==> src/rtl/axi_read_dma.sv <==
// rtl/axi_read_dma.sv - single-outstanding AXI4 read DMA into an output stream; optional byte flip via AXI_RD_FLIP_BYTE_EN
module axi_read_dma #(
    parameter int                       RD_ADDR_WIDTH      = 32,
    parameter int                       RD_DATA_WIDTH      = 64,
    parameter int                       RD_LIN             = 16,
    parameter logic [RD_ADDR_WIDTH-1:0] RD_BASE_ADDR       = '0,
    parameter int                       RD_REGION_BYTES    = 65536,
    parameter int                       RD_TLAST_PER_BURST = 0
) (
    input  logic                     M_RD_aclk,
    input  logic                     M_RD_areset,
    input  logic                     i_start,
    input  logic [15:0]              i_nburst,
    output logic                     o_busy,
    output logic                     o_done,
    output logic [1:0]               o_err,
    output logic [RD_DATA_WIDTH-1:0] M_RD_tdata,
    output logic                     M_RD_tvalid,
    output logic                     M_RD_tlast,
    input  logic                     M_RD_tready,
    output logic [3:0]               m_axi_arid,
    output logic [RD_ADDR_WIDTH-1:0] m_axi_araddr,
    output logic [7:0]               m_axi_arlen,
    output logic [2:0]               m_axi_arsize,
    output logic [1:0]               m_axi_arburst,
    output logic                     m_axi_arlock,
    output logic [3:0]               m_axi_arcache,
    output logic [2:0]               m_axi_arprot,
    output logic [3:0]               m_axi_arqos,
    output logic                     m_axi_arvalid,
    input  logic                     m_axi_arready,
    input  logic [RD_DATA_WIDTH-1:0] m_axi_rdata,
    input  logic [1:0]               m_axi_rresp,
    input  logic                     m_axi_rlast,
    input  logic                     m_axi_rvalid,
    output logic                     m_axi_rready
);

    localparam int                       NBYTES      = RD_DATA_WIDTH / 8;
    localparam int                       BURST_BYTES = RD_LIN * NBYTES;
    localparam logic [2:0]               C_ARSIZE    = 3'($clog2(NBYTES));
    localparam logic [7:0]               C_ARLEN     = 8'(RD_LIN - 1);
    localparam logic [8:0]               C_LAST_BEAT = 9'(RD_LIN - 1);
    localparam logic [RD_ADDR_WIDTH-1:0] C_BURST_INC = RD_ADDR_WIDTH'(BURST_BYTES);
    localparam logic [RD_ADDR_WIDTH-1:0] C_RING_END  = RD_BASE_ADDR + RD_ADDR_WIDTH'(RD_REGION_BYTES);

    typedef enum logic [1:0] {S_IDLE, S_ADDR, S_DATA, S_DONE} state_t;

    state_t                   r_state;
    logic                     r_arvalid;
    logic [RD_ADDR_WIDTH-1:0] r_araddr;
    logic [7:0]               r_arlen;
    logic [2:0]               r_arsize;
    logic [1:0]               r_arburst;
    logic [RD_ADDR_WIDTH-1:0] r_ptr;
    logic [8:0]               r_beat;
    logic [15:0]              r_left;
    logic                     r_busy;
    logic                     r_done;
    logic [1:0]               r_err;

    logic                     w_in_data;
    logic                     w_r_hs;
    logic                     w_last_beat;
    logic                     w_tlast_sel;
    logic [RD_ADDR_WIDTH-1:0] w_ptr_sum;
    logic [RD_ADDR_WIDTH-1:0] w_ptr_next;
    logic [RD_DATA_WIDTH-1:0] w_rdata_fmt;

    assign w_in_data   = (r_state == S_DATA);
    assign w_r_hs      = w_in_data && m_axi_rvalid && M_RD_tready;
    assign w_last_beat = (r_beat == C_LAST_BEAT);
    // Frame-level tlast needs the final beat of the final burst; r_left still counts the current burst.
    assign w_tlast_sel = (RD_TLAST_PER_BURST != 0) ? w_last_beat : (w_last_beat && (r_left == 16'd1));
    assign w_ptr_sum   = r_ptr + C_BURST_INC;
    assign w_ptr_next  = (w_ptr_sum == C_RING_END) ? RD_BASE_ADDR : w_ptr_sum;

`ifdef AXI_RD_FLIP_BYTE_EN
    // Byte-reverse the read beat: byte 0 of the AXI beat lands in the MSB byte of the stream.
    always_comb begin
        w_rdata_fmt = '0;
        for (int b = 0; b < NBYTES; b++) begin
            w_rdata_fmt[b*8 +: 8] = m_axi_rdata[(NBYTES-1-b)*8 +: 8];
        end
    end
`else
    assign w_rdata_fmt = m_axi_rdata;
`endif

    assign M_RD_tvalid   = w_in_data && m_axi_rvalid;
    assign M_RD_tdata    = w_in_data ? w_rdata_fmt : '0;
    assign M_RD_tlast    = w_in_data && m_axi_rvalid && w_tlast_sel;
    assign m_axi_rready  = w_in_data && M_RD_tready;

    assign m_axi_arvalid = r_arvalid;
    assign m_axi_araddr  = r_araddr;
    assign m_axi_arlen   = r_arlen;
    assign m_axi_arsize  = r_arsize;
    assign m_axi_arburst = r_arburst;
    assign m_axi_arid    = 4'd0;
    assign m_axi_arlock  = 1'b0;
    assign m_axi_arcache = 4'b0011;
    assign m_axi_arprot  = 3'd0;
    assign m_axi_arqos   = 4'd0;

    assign o_busy = r_busy;
    assign o_done = r_done;
    assign o_err  = r_err;

    // Frame sequencer: issue one burst, drain its beats, repeat until the frame count is exhausted.
    always_ff @(posedge M_RD_aclk) begin
        if (M_RD_areset) begin
            r_state   <= S_IDLE;
            r_arvalid <= 1'b0;
            r_araddr  <= '0;
            r_arlen   <= '0;
            r_arsize  <= '0;
            r_arburst <= '0;
            r_ptr     <= RD_BASE_ADDR;
            r_beat    <= '0;
            r_left    <= '0;
            r_busy    <= 1'b0;
            r_done    <= 1'b0;
            r_err     <= '0;
        end else begin
            r_done <= 1'b0;
            case (r_state)
                S_IDLE: begin
                    if (i_start) begin
                        r_err  <= '0;
                        r_busy <= 1'b1;
                        r_beat <= '0;
                        if (i_nburst != 16'd0) begin
                            r_left    <= i_nburst;
                            r_arvalid <= 1'b1;
                            r_araddr  <= r_ptr;
                            r_arlen   <= C_ARLEN;
                            r_arsize  <= C_ARSIZE;
                            r_arburst <= 2'b01;
                            r_state   <= S_ADDR;
                        end else begin
                            r_state <= S_DONE;
                        end
                    end
                end
                S_ADDR: begin
                    if (m_axi_arready) begin
                        r_arvalid <= 1'b0;
                        r_ptr     <= w_ptr_next;
                        r_state   <= S_DATA;
                    end
                end
                S_DATA: begin
                    if (w_r_hs) begin
                        if (m_axi_rresp != 2'b00) begin
                            r_err[0] <= 1'b1;
                        end
                        if (m_axi_rlast != w_last_beat) begin
                            r_err[1] <= 1'b1;
                        end
                        if (w_last_beat) begin
                            r_beat <= '0;
                            r_left <= r_left - 16'd1;
                            if (r_left != 16'd1) begin
                                r_arvalid <= 1'b1;
                                r_araddr  <= r_ptr;
                                r_state   <= S_ADDR;
                            end else begin
                                r_state <= S_DONE;
                            end
                        end else begin
                            r_beat <= r_beat + 9'd1;
                        end
                    end
                end
                S_DONE: begin
                    r_done  <= 1'b1;
                    r_busy  <= 1'b0;
                    r_state <= S_IDLE;
                end
                default: r_state <= S_IDLE;
            endcase
        end
    end

endmodule

==> config.mk <==
export PLATFORM = sky130hd
export DESIGN_NAME = axi_read_dma
export DESIGN_NICKNAME = d
export VERILOG_FILES = /design/src/rtl/axi_read_dma.sv
export SDC_FILE = /design/constraint.sdc
export NUM_CORES = 1
export LEC_CHECK = 0
export ABC_AREA = 1
export CAP_MARGIN = 10
export CORE_ASPECT_RATIO = 0.7
export CORE_MARGIN = 1
export CORE_UTILIZATION = 30
export DETAILED_ROUTE_END_ITERATION = 16
export PLACE_DENSITY = 0.66
export SYNTH_ARGS = -nofsm -noshare
export SYNTH_HDL_FRONTEND = slang
export SYNTH_SLANG_ARGS = --single-unit
==> constraint.sdc <==
create_clock -name M_RD_aclk -period 2 [get_ports M_RD_aclk]
set_clock_uncertainty 0.05 [all_clocks]
set_input_delay 0.4 -clock M_RD_aclk [delete_from_list [all_inputs] [get_ports M_RD_aclk]]
set_output_delay 0.4 -clock M_RD_aclk [all_outputs]
set_load 0.01 [all_outputs]
[Word-level counts from Yosys, hierarchy flattened]
Index checks and enable logic that the tools add are counted.
Storage, ports and cells
  output and inout port bits: 133
  register bits: 99
  input port bits: 89
  logic and storage cells: 92
Cells by class
  multiplexer cells: 39
  equality and inequality tests: 16
  add/sub/neg operators: 3
  reductions and logical operators: 21
Operators by type and width (number)
  $mux W32: 6
  $mux W16: 4
  $mux W64: 1
  $pmux W32 S2: 1
  $add A32 B8 Y32 const B: 1
  $eq A32 B17 Y1 const B: 1
  $pmux W16 S2: 1
  $mux W9: 3
  $pmux W9 S2: 1
  $eq A16 B1 Y1 const B: 1
  $mux W2: 8
  $ne A16 B1 Y1 const B: 1
  $reduce_bool A16 Y1: 1
  $sub A16 B1 Y16 const B: 1
  $reduce_and A4 Y1: 3
  $mux W1: 10
  $ne A2 B1 Y1 const B: 5
  $add A9 B1 Y9 const B: 1
  $eq A9 B4 Y1 const B: 1
  $pmux W2 S4: 1
  $reduce_and A7 Y1: 1
  $ne A2 B2 Y1 const B: 3
  $reduce_and A3 Y1: 2
  $reduce_and A6 Y1: 1
  other kinds (12): 20

[Depth between registers and ports, before layout]
  depth after elaboration: 5
  mapped depth: 14

[Worst setup path after synthesis]
No wires, ideal clock.
  path kind: reg-to-output
  start: register r_state[1]
  end: output M_RD_tdata[13]
  cell stages (with the launch flop): 8
  arrival time: 1.392 ns
  setup slack: 0.158 ns
  required time: 1.550 ns
  cell sequence: dfxtp_1 > inv_1 > nor2_2 > inv_1 > buf_2 > clkbuf_1 > clkbuf_1 > nor2_1
Between the ends
  cells in the longest elaborated chain, start to end: 2
RTL lines
  start, declared: line 49  | state_t r_state;
  start signal, assigned: line 113  | r_state <= S_IDLE;
  start signal, assigned: line 140  | r_state <= S_ADDR;
  start signal, assigned: line 142  | r_state <= S_DONE;
  $eq A2 B2 Y1: line 70  | assign w_in_data = (r_state == S_DATA);
  $mux W64: line 91  | assign M_RD_tdata = w_in_data ? w_rdata_fmt : '0;
  end, declared: line 17  | output logic [RD_DATA_WIDTH-1:0] M_RD_tdata,
No other way between the ends.

[Worst setup path after layout]
  start: register r_beat[0]
  end: output M_RD_tlast
Between the ends
  cells in the longest elaborated chain, start to end: 3
RTL lines
  start, declared: line 56  | logic [8:0] r_beat;
  start signal, assigned: line 172  | r_beat <= r_beat + 9'd1;
  $eq A9 B4 Y1: line 72  | assign w_last_beat = (r_beat == C_LAST_BEAT);
  $logic_and A1 B1 Y1: line 74  | assign w_tlast_sel = (RD_TLAST_PER_BURST != 0) ? w_last_beat : (w_last_beat && (r_left == 16'd1));
  $logic_and A1 B1 Y1: line 92  | assign M_RD_tlast = w_in_data && m_axi_rvalid && w_tlast_sel;
  end, declared: line 19  | output logic M_RD_tlast,
No other way between the ends.

==> run_results.csv <==
group,metric,value,unit
status,status,"complete, but fails checks",
status,violations,"negative setup slack",
worst_setup_path,cp_max_fo,2,
cts,clkSlewWorstSetupHoldPaths,60,ps
die,die_area,0.01788,sq mm
die,core-area,0.01664,sq mm
routing,vias_per_cell,4.487,
cells_and_area,drive_gt1_share,19.62,%
die,die-height,112.2,microns
power_and_ir_drop,power_density,1121,mW/mm^2
worst_setup_path,crit_path_end_kind,"output port",
global_route,antenna_found_initial,0,
worst_setup_path,startpoint_type,"flip-flop",
placed_design,place_hpwl,12820,microns
routing,drc,0,
worst_setup_path,path_class,"reg -> out",
power_and_ir_drop,p_sw_share,38.86,%
global_route,grt_pass1_wl,27890,microns
timing,rsz0062_at_grt,"yes",
cells_and_area,multi_input_area,0.002993,sq mm
synthesis,netlist.area_leader.share,31.95,%
synthesis,synth_edf_count,0,
die,placementRows,39,
timing,period_minus_slack,2008,ps
global_route,grt_pass1_vias,5654,
synthesis,yosys_warnings,0,
synthesis,synthCells,847,
cts,cts_tree,"yes",
timing,finalHoldViolations,0,
placed_design,place_inst,1305,
routing,firstDrtPassIters,5,
timing,worst_hold_slack,396.1,ps
cts,htreeDepth,3,
cells_and_area,nNetsFinal,1204,
cts,clockRootBuffer,"clkbuf_16",
worst_setup_path,crit_arrival,1560,ps
routing,wl_per_cell,13.11,microns
synthesis,async_flop_share,0,%
cts,insertion_delay,340,ps
die,die_x,159.4,microns
global_route,grtUsageTotal,19.38,%
routing,via_count,6017,
routing,wl,17590,microns
die,io_pins,222,
cts,cts_hold_buffers,0,
die,initial_core_util,31.26,%
timing,max_freq,498.0,MHz
placed_design,place_congestion,0.9581,
power_and_ir_drop,vdd_drop_max,623.5,uV
global_route,grt_max_degree,42,
worst_setup_path,critPathRequiredTime,1550,ps
power_and_ir_drop,p_clk_share,20.4,%
synthesis,ys_ff_latch,83,
timing,maxSlewViolCount,0,
placed_design,io_buffers,192,
run,drv_cap,0,
timing,setup_violations,1,
cells_and_area,seqCellArea,0.001684,sq mm
routing,ant_nets,0,
power_and_ir_drop,p_switching,3706,uW
global_route,overflow,0,
cells_and_area,area_delta_synth_final,63.63,%
cells_and_area,num_antenna_cells,0,
synthesis,avgSynthCellArea,6.141,sq um
routing,drtIter0Drc,376,
power_and_ir_drop,seq_power_share,21.3,%
synthesis,synthTopCellsByArea,"dfxtp_1 (32%), nand2_1 (14%), nor2_1 (11%)",
cts,clock_sinks,83,
synthesis,syn_area,0.005201,sq mm
timing,worst_slack,-8.121,ps
cells_and_area,final.fill_count,1673,
synthesis,synth_top_area_cell,"dfxtp_1",
synthesis,ys_seq_area_share,31.95,%
timing,final.period_utilization,100.4,%
synthesis,synth_ff_type,"dfxtp_1",
power_and_ir_drop,power_frac_comb,58.3,%
cts,clockBufferDepth,2,
synthesis,ys_types,35,
cts,numCtsBuffers,9,
power_and_ir_drop,internal-power,5830,uW
hold_path,min_path_type,"reg -> reg",
cells_and_area,layoutNonFillerInstCount,1341,
synthesis,yosysMostFrequentCell,"nand2_1",
synthesis,ys_top_cells_by_count,"nand2_1 (193), nor2_1 (146), inv_1 (120), dfxtp_1 (83), a21oi_1 (75)",
power_and_ir_drop,power.leakage,0.003893,uW
[metrics by stage]
| stage | util, % | cell area, sq um | total power (uW) | TNS, ps | setup WS [ps] |
|---|---|---|---|---|---|
| after floorplan | - | 5303 | 4585 | 0 | 157.9 |
| after global placement | 46.58 | 7751 | 6580 | -11970 | -280.3 |
| after detailed placement | 46.58 | 7751 | 6609 | -17870 | -421.0 |
| after CTS | 49.87 | 8298 | 9220 | -210.8 | -210.8 |
| after global routing | 51.15 | 8511 | 10230 | -3476 | -127.2 |
| final | 51.15 | 8511 | 9536 | -8.121 | -8.121 |
[layout by cell type (no fill, tap or decap), types with 5 or more instances in the layout]
master / n
nand2_1: 182
nor2_1: 132
inv_1: 117
clkdlybuf4s50_1: 116
buf_4: 84
a21oi_1: 70
dfxtp_1: 69
nand3_1: 48
dlygate4sd2_1: 46
conb_1: 29
o21ai_0: 22
clkbuf_2: 18
nor2_2: 14
dfxtp_2: 12
nand3b_1: 10
clkbuf_16: 10
nand2_2: 9
xor2_1: 9
clkdlybuf4s15_1: 9
nor2_4: 8
buf_12: 7
buf_6: 7
nand3_2: 6
xnor2_1: 6
nor3_1: 6
nand4_1: 5
nand2_4: 5
a21oi_2: 5
[flip-flops by register name, indices dropped and copies added (netlist names)]
register       cells
r_ptr             25
m_axi_araddr      25
r_left            16
m_axi_arlen        1
m_axi_arvalid      1
o_busy             1
o_err              2
o_done             1
r_beat             9
r_state            2
[kinds of logic (layout without fill, tap and decap cells)]
kind of cell | after synthesis | count (layout) | share of synthesized area, %
DFF | 83 | 83 | 31.95
other | 2 | 29 | 0.1444
and+or+nand+nor | 438 | 438 | 35.51
adders and majority gates | 4 | 4 | 0.9623
muxes | 2 | 2 | 0.3849
buffers and inverters | 190 | 432 | 17.10
xor gates and xnor gates | 16 | 16 | 2.694
AOI/OAI and AO/OA | 112 | 112 | 11.26
[timing repair]
item / 4_1_cts / 5_1_grt
resized for setup: 112 / 108
endpoints found under the setup margin: 109 / 101
gates cloned: 4 / 1
buffers inserted: 12 / 7
pin swaps: 17 / 25
[routing by layer]
metal	global-route usage, %	up-vias	wire, microns
met3	6.135	16	1493
met4	4.551	0	213
met2	30.79	214	7729
met1	25.55	2694	8149
met5	0	-	0
li1	-	3093	-
[power by group through the flow]
stage / clock network (uW) / registers (uW) / logic, uW
4_1_cts: 1970 / 2020 / 5230
3_5_place_dp: 0 / 2050 / 4560
3_3_place_gp: 0 / 2050 / 4530
2_1_floorplan: 0 / 2110 / 2470
5_1_grt: 2050 / 2060 / 6110
6_report: 1940 / 2030 / 5560
[cell type report]
class	instances	share of cell area, %
clock inverter	5	1.176
tap	225	3.308
timing repair buffer	295	32.31
inverter	121	5.395
multi-input combinational	601	35.17
clock buffer	11	2.852
sequential	83	19.79
[critical path, stage by stage, from the launching register on]
cell and delay [ps]:
dfxtp_2 350, ha_4 140, inv_2 30, nor2_2 100
inv_1 60, nor2_1 100, nand3_1 100, inv_1 80
and3_1 140, buf_2 130
[final timing paths]
kind                  start         end  slack, ps  depth (start not counted)
setup / recovery  r_beat[0]  M_RD_tlast         -8                          9
hold / removal     o_err[0]    o_err[0]        400                          2
setup reg to reg  r_beat[0]  r_left[11]         10                         15
hold reg to reg    o_err[0]    o_err[0]        400                          2
No activity file was read; power rests on OpenSTA's default activity.
